--- src/rtl/mmio_io_hub.sv ---
// mmio_io_hub -- memory-mapped I/O hub sitting beside the processor's data RAM.
//
// Addresses whose upper 20 bits equal IO_BASE are claimed by the hub; all other
// accesses go to RAM. I/O reads are registered so they line up with the RAM's
// one-cycle read latency.
//
// Register map (address_dmem[11:0]):
//   0 LED        RW  LED_W bits, drives LED directly
//   1 SW         RO  debounced switch state
//   2 STATUS     RW1C bit 0 = sticky "switch changed"
//   3 TIMER      RW  free-running tick counter      (IO_TIMER_EN only)
//   4 TIMER_DIV  RW  prescaler divide, 0 = stopped  (IO_TIMER_EN only)
//   other offsets read 0, writes ignored.
//
// Build option: define IO_TIMER_EN to include TIMER / TIMER_DIV / prescaler.
// Without it, offsets 3 and 4 behave as unmapped.
//
// Ports:
//   clock        system clock, rising edge
//   reset        asynchronous active-high reset
//   wren         processor data-memory write enable
//   address_dmem processor data-memory address
//   data         processor write data
//   q_dmem       read data back to processor (RAM or I/O, one-cycle latency)
//   ram_wEn      write enable forwarded to RAM (suppressed for I/O addresses)
//   ram_dataOut  synchronous-read RAM data
//   SW           asynchronous board switches
//   LED          board LEDs
module mmio_io_hub #(
   parameter int          LED_W        = 16,
   parameter int          SW_W         = 5,
   parameter int          DEBOUNCE_CYC = 4,
   parameter logic [19:0] IO_BASE      = 20'h00001
) (
   input  logic              clock,
   input  logic              reset,
   input  logic              wren,
   input  logic [31:0]       address_dmem,
   input  logic [31:0]       data,
   output logic [31:0]       q_dmem,
   output logic              ram_wEn,
   input  logic [31:0]       ram_dataOut,
   input  logic [SW_W-1:0]   SW,
   output logic [LED_W-1:0]  LED
);

   localparam logic [11:0] OFF_LED    = 12'd0;
   localparam logic [11:0] OFF_SW     = 12'd1;
   localparam logic [11:0] OFF_STATUS = 12'd2;
   localparam logic [11:0] OFF_TIMER  = 12'd3;
   localparam logic [11:0] OFF_DIV    = 12'd4;

   localparam logic [15:0] DB_LAST = 16'(DEBOUNCE_CYC - 1);

   logic              io_sel;
   logic              io_wr;
   logic [11:0]       offset;
   logic [LED_W-1:0]  led_reg;
   logic [SW_W-1:0]   sw_meta;
   logic [SW_W-1:0]   sw_sync;
   logic [SW_W-1:0]   sw_stable;
   logic [SW_W-1:0]   sw_stable_next;
   logic [15:0]       db_cnt      [SW_W];
   logic [15:0]       db_cnt_next [SW_W];
   logic              sw_change;
   logic              status;
   logic [31:0]       timer_val;
   logic [31:0]       div_val;
   logic [31:0]       io_rdata;
   logic [31:0]       io_rdata_q;
   logic              io_sel_q;

   // Address decode; RAM write gating is purely combinational and ignores reset.
   assign io_sel  = (address_dmem[31:12] == IO_BASE);
   assign offset  = address_dmem[11:0];
   assign ram_wEn = wren & ~io_sel;
   assign io_wr   = wren & io_sel;

   always_ff @(posedge clock or posedge reset) begin
      if (reset) begin
         led_reg <= '0;
      end else if (io_wr && offset == OFF_LED) begin
         led_reg <= data[LED_W-1:0];
      end
   end

   assign LED = led_reg;

   always_ff @(posedge clock or posedge reset) begin
      if (reset) begin
         sw_meta <= '0;
         sw_sync <= '0;
      end else begin
         sw_meta <= SW;
         sw_sync <= sw_meta;
      end
   end

   // Per-bit debounce: the counter only runs while the synchronised input
   // disagrees with the accepted state; DEBOUNCE_CYC consecutive disagreeing
   // samples flip the accepted state.
   always_comb begin
      for (int i = 0; i < SW_W; i++) begin
         sw_stable_next[i] = sw_stable[i];
         db_cnt_next[i]    = '0;
         if (sw_sync[i] != sw_stable[i]) begin
            if (db_cnt[i] == DB_LAST) begin
               sw_stable_next[i] = ~sw_stable[i];
            end else begin
               db_cnt_next[i] = db_cnt[i] + 16'd1;
            end
         end
      end
   end

   always_ff @(posedge clock or posedge reset) begin
      if (reset) begin
         sw_stable <= '0;
         for (int i = 0; i < SW_W; i++) begin
            db_cnt[i] <= '0;
         end
      end else begin
         sw_stable <= sw_stable_next;
         for (int i = 0; i < SW_W; i++) begin
            db_cnt[i] <= db_cnt_next[i];
         end
      end
   end

   assign sw_change = |(sw_stable_next ^ sw_stable);

   // Sticky change flag; a new change on the clearing edge keeps it set.
   always_ff @(posedge clock or posedge reset) begin
      if (reset) begin
         status <= 1'b0;
      end else if (sw_change) begin
         status <= 1'b1;
      end else if (io_wr && offset == OFF_STATUS && data[0]) begin
         status <= 1'b0;
      end
   end

`ifdef IO_TIMER_EN
   logic [31:0] timer;
   logic [31:0] timer_div;
   logic [31:0] presc;
   logic        tick;

   assign tick = (timer_div != 32'd0) && (presc == timer_div - 32'd1);

   always_ff @(posedge clock or posedge reset) begin
      if (reset) begin
         timer     <= '0;
         timer_div <= '0;
         presc     <= '0;
      end else begin
         if (io_wr && offset == OFF_DIV) begin
            timer_div <= data;
            presc     <= '0;
         end else if (timer_div != 32'd0) begin
            presc <= tick ? 32'd0 : presc + 32'd1;
         end
         // A software write overrides a coincident increment.
         if (io_wr && offset == OFF_TIMER) begin
            timer <= data;
         end else if (tick) begin
            timer <= timer + 32'd1;
         end
      end
   end

   assign timer_val = timer;
   assign div_val   = timer_div;
`else
   logic unused_data;

   assign unused_data = ^data;
   assign timer_val   = '0;
   assign div_val     = '0;
`endif

   always_comb begin
      io_rdata = '0;
      case (offset)
         OFF_LED:    io_rdata[LED_W-1:0] = led_reg;
         OFF_SW:     io_rdata[SW_W-1:0]  = sw_stable;
         OFF_STATUS: io_rdata[0]         = status;
         OFF_TIMER:  io_rdata            = timer_val;
         OFF_DIV:    io_rdata            = div_val;
         default:    io_rdata            = '0;
      endcase
   end

   // Read pipeline: I/O data and source select registered to match RAM latency.
   always_ff @(posedge clock or posedge reset) begin
      if (reset) begin
         io_sel_q   <= 1'b0;
         io_rdata_q <= '0;
      end else begin
         io_sel_q   <= io_sel;
         io_rdata_q <= io_rdata;
      end
   end

   assign q_dmem = io_sel_q ? io_rdata_q : ram_dataOut;

endmodule

--- config.mk ---
export PLATFORM = sky130hd
export DESIGN_NAME = mmio_io_hub
export DESIGN_NICKNAME = d
export VERILOG_FILES = /design/src/rtl/mmio_io_hub.sv
export SDC_FILE = /design/constraint.sdc
export NUM_CORES = 1
export LEC_CHECK = 0
export CAP_MARGIN = 20
export CORE_MARGIN = 5
export CORE_UTILIZATION = 49
export CTS_BUF_LIST = sky130_fd_sc_hd__clkbuf_16
export CTS_CLUSTER_SIZE = 10
export DETAILED_ROUTE_END_ITERATION = 8
export PLACE_DENSITY = 0.84
export SLEW_MARGIN = 10
export SYNTH_ARGS = -nofsm -noshare
export SYNTH_HDL_FRONTEND = slang
export SYNTH_SLANG_ARGS = --single-unit
--- constraint.sdc ---
create_clock -name clock -period 6.08 [get_ports clock]
set_input_delay 1.52 -clock clock [delete_from_list [all_inputs] [get_ports clock]]
set_output_delay 1.52 -clock clock [all_outputs]
set_load 0.05 [all_outputs]
Word level (Yosys, flattened, before mapping)

Index checks and enable logic that the tools add are counted.
W data, S select, Z words.

Flip-flop bits (word level): 129
Input port bits: 104
Logic and storage cells: 71
Output and inout port bits: 49

Multiplexer cells: 26
Bitwise logic cells: 9
Reductions and logical operators: 6
Eq/ne operators: 13
Add/subtract/negate cells: 5

Operators with widths:

| operator                | number |
|---|---|
| $mux W16                | 10 |
| $add A16 B1 Y16 const B | 5 |
| $eq A16 B2 Y1 const B   | 5 |
| $mux W32                | 1 |
| $eq A20 B1 Y1 const B   | 1 |
| $eq A12 B1 Y1 const B   | 1 |
| $eq A12 B2 Y1 const B   | 1 |
| $logic_not A12 Y1       | 1 |
| $mux W1                 | 12 |
| $mux W11                | 1 |
| $pmux W4 S2             | 1 |
| $not A1 Y1              | 6 |
| $ne A1 B1 Y1            | 5 |
| $reduce_or A5 Y1        | 1 |
| $xor A5 B5 Y5           | 1 |
| $logic_and A1 B1 Y1     | 3 |
| $pmux W1 S3             | 1 |
| $and A1 B1 Y1           | 2 |
| $reduce_bool A2 Y1      | 1 |

Longest topological paths before layout

Depth after elaboration: 6
Depth in mapped cells: 6
Depth with buffers taken out: 5

Worst setup path before layout

OpenSTA, ideal clock, no wires.

Path kind: input -> output
Start: in address_dmem[12]
End: out ram_wEn
Path buffers: 0
Setup slack: 2.077 ns
Arrival time: 2.483 ns
Data required time: 4.560 ns
Cell stages on the path: 4
Cell sequence: nor4b_1 > nand2_1 > nor2_1 > nor2_1

Cells in the longest elaborated chain, start to end: 3

RTL lines:

| what            | RTL line | text |
|---|---|---|
| start, declared | 38       | `input logic [31:0] address_dmem,` |
| $eq A20 B1 Y1   | 74       | `assign io_sel = (address_dmem[31:12] == IO_BASE);` |
| via io_sel      | 55       | `logic io_sel;` |
| $not A1 Y1      | 76       | `assign ram_wEn = wren & ~io_sel;` |
| $and A1 B1 Y1   | 76       |  |
| end, declared   | 41       | `output logic ram_wEn,` |

The timed path passes the listed nets, and every way through them passes these cells.

Worst setup path after layout

Start: in address_dmem[26]
End: out ram_wEn

Same word-level chain as after synthesis.

==> flow_metrics.py <==
metrics = {
    "outcome": {
        "status": "completed",
    },
    "yosys": {
        "synthFlopType": "dfrtp_1",
        "synth_cells": 560,
        "synth_area_um2": 6090,
        "yosys.cell_types.count": 38,
        "synth_top_area_cell": "dfrtp_1",
        "yosysMostFrequentCell": "dfrtp_1",
        "synthTopCellsByArea": "dfrtp_1 53%, xor2_1 5.6%, mux2_2 5.0%",
        "synth_common_cells": "129 x dfrtp_1, 63 x nor2_1, 39 x xor2_1",
        "synth_area_per_cell_um2": 10.9,
        "ys_async_sr_fraction_pct": 100,
        "ys_seq_elements": 129,
        "syn_nets": 669,
        "synth_top_area_share_pct": 53.0,
        "synth_edf_count": 0,
        "yosysSeqAreaShare_pct": 53.0,
        "yosysWarnings": 0,
    },
    "place": {
        "place_congestion": 0.884,
        "port_buffers": 136,
        "place_area_um2": 7620,
        "hpwl_um": 10700,
    },
    "floorplan": {
        "die-area_um2": 14800,
        "die_w_um": 121,
        "core_area_um2": 12100,
        "start_util_pct": 50.3,
        "ios": 153,
        "row_count": 40,
        "die_h_um": 121,
    },
    "drt": {
        "wl_per_cell_um": 17.1,
        "drtIter0Drc": 285,
        "finalWirelength_um": 15100,
        "antenna_left": 0,
        "vias_per_cell": 5.56,
        "via_count": 4914,
        "drtPass1Iterations": 4,
        "route.detailed.drc": 0,
    },
    "clock_tree": {
        "clock-sinks": 129,
        "clock_latency_ns": 0.42,
        "cts_tree": "done",
        "holdBufCountCts": 0,
        "cts-htree-levels": 4,
        "cts_root_buf": "clkbuf_16",
        "cts_buffers": 17,
        "cts_resized": 0,
        "clockBufferDepth": 2,
        "postCtsSetupBuffers": 0,
        "cts.reportedPaths.clkPinSlew_ns": 0.06,
    },
    "cells_and_area": {
        "fin_area_um2": 8240,
        "diodes": 0,
        "areaGrowthSynthToFinish_pct": 35.4,
        "drive_above_1_share_pct": 11.5,
        "layout.nets": 812,
    },
    "worst_setup_path": {
        "path_cells": "clkdlybuf4s50_1 > nor4_1 > nand3_1 > nor2_1 > nor2_1 > clkdlybuf4s50_1",
        "crit_buf_inv": 2,
        "crit_type": "primary input to output pin",
        "crit_fanout": 3,
        "crit_arrival_ns": 3.42,
        "cpPeakStageDelay_ns": 0.71,
        "crit_family": "buffers and inverters",
        "critPathRequiredTime_ns": 4.56,
        "r2r_slack_ns": 4.02,
        "cp-end-kind": "output pin",
        "crit_slowest_cell": "clkdlybuf4s50_1",
        "cp-start-kind": "primary input",
    },
    "sta": {
        "setup_violations": 0,
        "skew_ns": 0.00711,
        "fin_crit_ns": 4.94,
        "final.period_utilization_pct": 81.2,
        "final_max_slew_viol_count": 0,
        "max_freq_mhz": 203,
        "setup_tns_ns": 0,
        "worst_slew_pin_slew_ns": 0.681,
        "relSlewSlack_pct": 54.2,
        "finalHoldViolations": 0,
        "rsz0062_at_grt": "false",
    },
    "pwr": {
        "p_per_area_nw_per_um2": 290,
        "leakagePower_nw": 3.50,
        "ir_drop_uv": 143,
    },
    "grt": {
        "groute.usage.overall_pct": 20.3,
        "antenna_found_initial": 0,
        "grt_max_degree": 52,
        "grt_pass1_vias": 4941,
        "grt_pass1_wl_um": 23900,
        "grt_overflow": 0,
    },
    "worst_hold_path": {
        "hp-class": "flop to flop",
    },
    "flow_run": {
        "drv_cap": 0,
    },
}
-- layer usage --
metal | share of wire [%] | vias to the layer above | GRT usage [%]
met3 | 6.0 | 36 | 5.08
met2 | 52 | 178 | 35.8
met4 | 2.8 | 0 | 8.68
li1 | - | 2287 | -
met5 | 0 | - | 0
met1 | 40 | 2413 | 23.3
-- report_power, final --
group          leakage (nW)  internal [W]  switching, W
Sequential             1.75      0.000916     0.0000611
Combinational          1.46      0.000154      0.000240
Clock                 0.287      0.000615      0.000402
Total                  3.50       0.00169      0.000703
-- state kept, by name (all words and copies together), names as in the netlist --
name	flops
io_rdata_q	16
status	1
db_cnt	80
io_sel_q	1
sw_stable	5
sw_sync	5
sw_meta	5
LED	16
-- area by class of cell --
type | instances | area, um2
flip-flops and latches | 129 | 3230
fillers | 863 | 3870
inverters | 16 | 62.6
multi-input cells | 398 | 2730
clock buffers | 17 | 425
well taps | 168 | 210
clock inverters | 15 | 174
repair buffers | 141 | 1420
-- cell families (layout without fill, tap and decap cells) --
family                     Yosys count  after routing  synth area share, %
buffers and inverters               33            189                 2.22
muxes                               38             38                 7.62
xor gates and xnor gates            57             57                 8.20
DFF                                129            129                 53.0
AOI/OAI and AO/OA                   44             44                 4.30
adders and majority gates            5              5                 1.03
and+or+nand+nor                    254            254                 23.6
-- worst paths after layout --
path | cells after the start | end | startpoint
max in group asynchronous | 3 | LED[5] | reset
hold / removal | 0 | sw_sync[1] | sw_meta[1]
min in group asynchronous | 2 | sw_meta[2] | reset
hold reg to reg | 0 | sw_sync[1] | sw_meta[1]
setup / recovery | 6 | ram_wEn | address_dmem[26]
setup reg to reg | 5 | db_cnt[20] | db_cnt[16]
-- per-stage QoR --
stage | hold slack [ns] | total power [W] | worst slack, ns | std cells | utilization, %
2_1_floorplan | 0.331 | 0.00122 | 1.12 | 560 | -
3_3_place_gp | 0.335 | 0.00135 | 1.19 | 851 | 62.9
3_5_place_dp | 0.344 | 0.00137 | 1.14 | 851 | 62.9
4_1_cts | 0.359 | 0.00240 | 1.14 | 883 | 67.8
5_1_grt | 0.365 | 0.00249 | 0.997 | 884 | 68.1
6_report | 0.355 | 0.00239 | 1.14 | 884 | 68.1
-- placed cells by master, fill, tap and decap left out, types with 5 or more instances in the layout --
cell type        netlist  routed
and2_1                16      16
nor4b_1                6       6
ha_1                   5       5
o31ai_1                5       5
nor4_1                17      17
inv_6                  0       5
nand3_1               23      23
nand4_1               26      26
or3_1                 14      14
and3_1                13      13
o21ai_0               12      12
nor3_1                11      11
xnor2_1               18      18
mux2_4                10      10
inv_1                 16      15
nand2_1               24      24
dfrtp_1              129     129
clkbuf_16              0      17
clkdlybuf4s50_1        0     136
a21oi_1               18      18
and4_1                 9       9
clkinv_4               0       5
nor2b_1               17      17
nor2_1                63      63
xor2_1                39      39
mux2_2                27      27
or4_1                  6       6
Note: power is estimated with default switching activity, not from simulation.
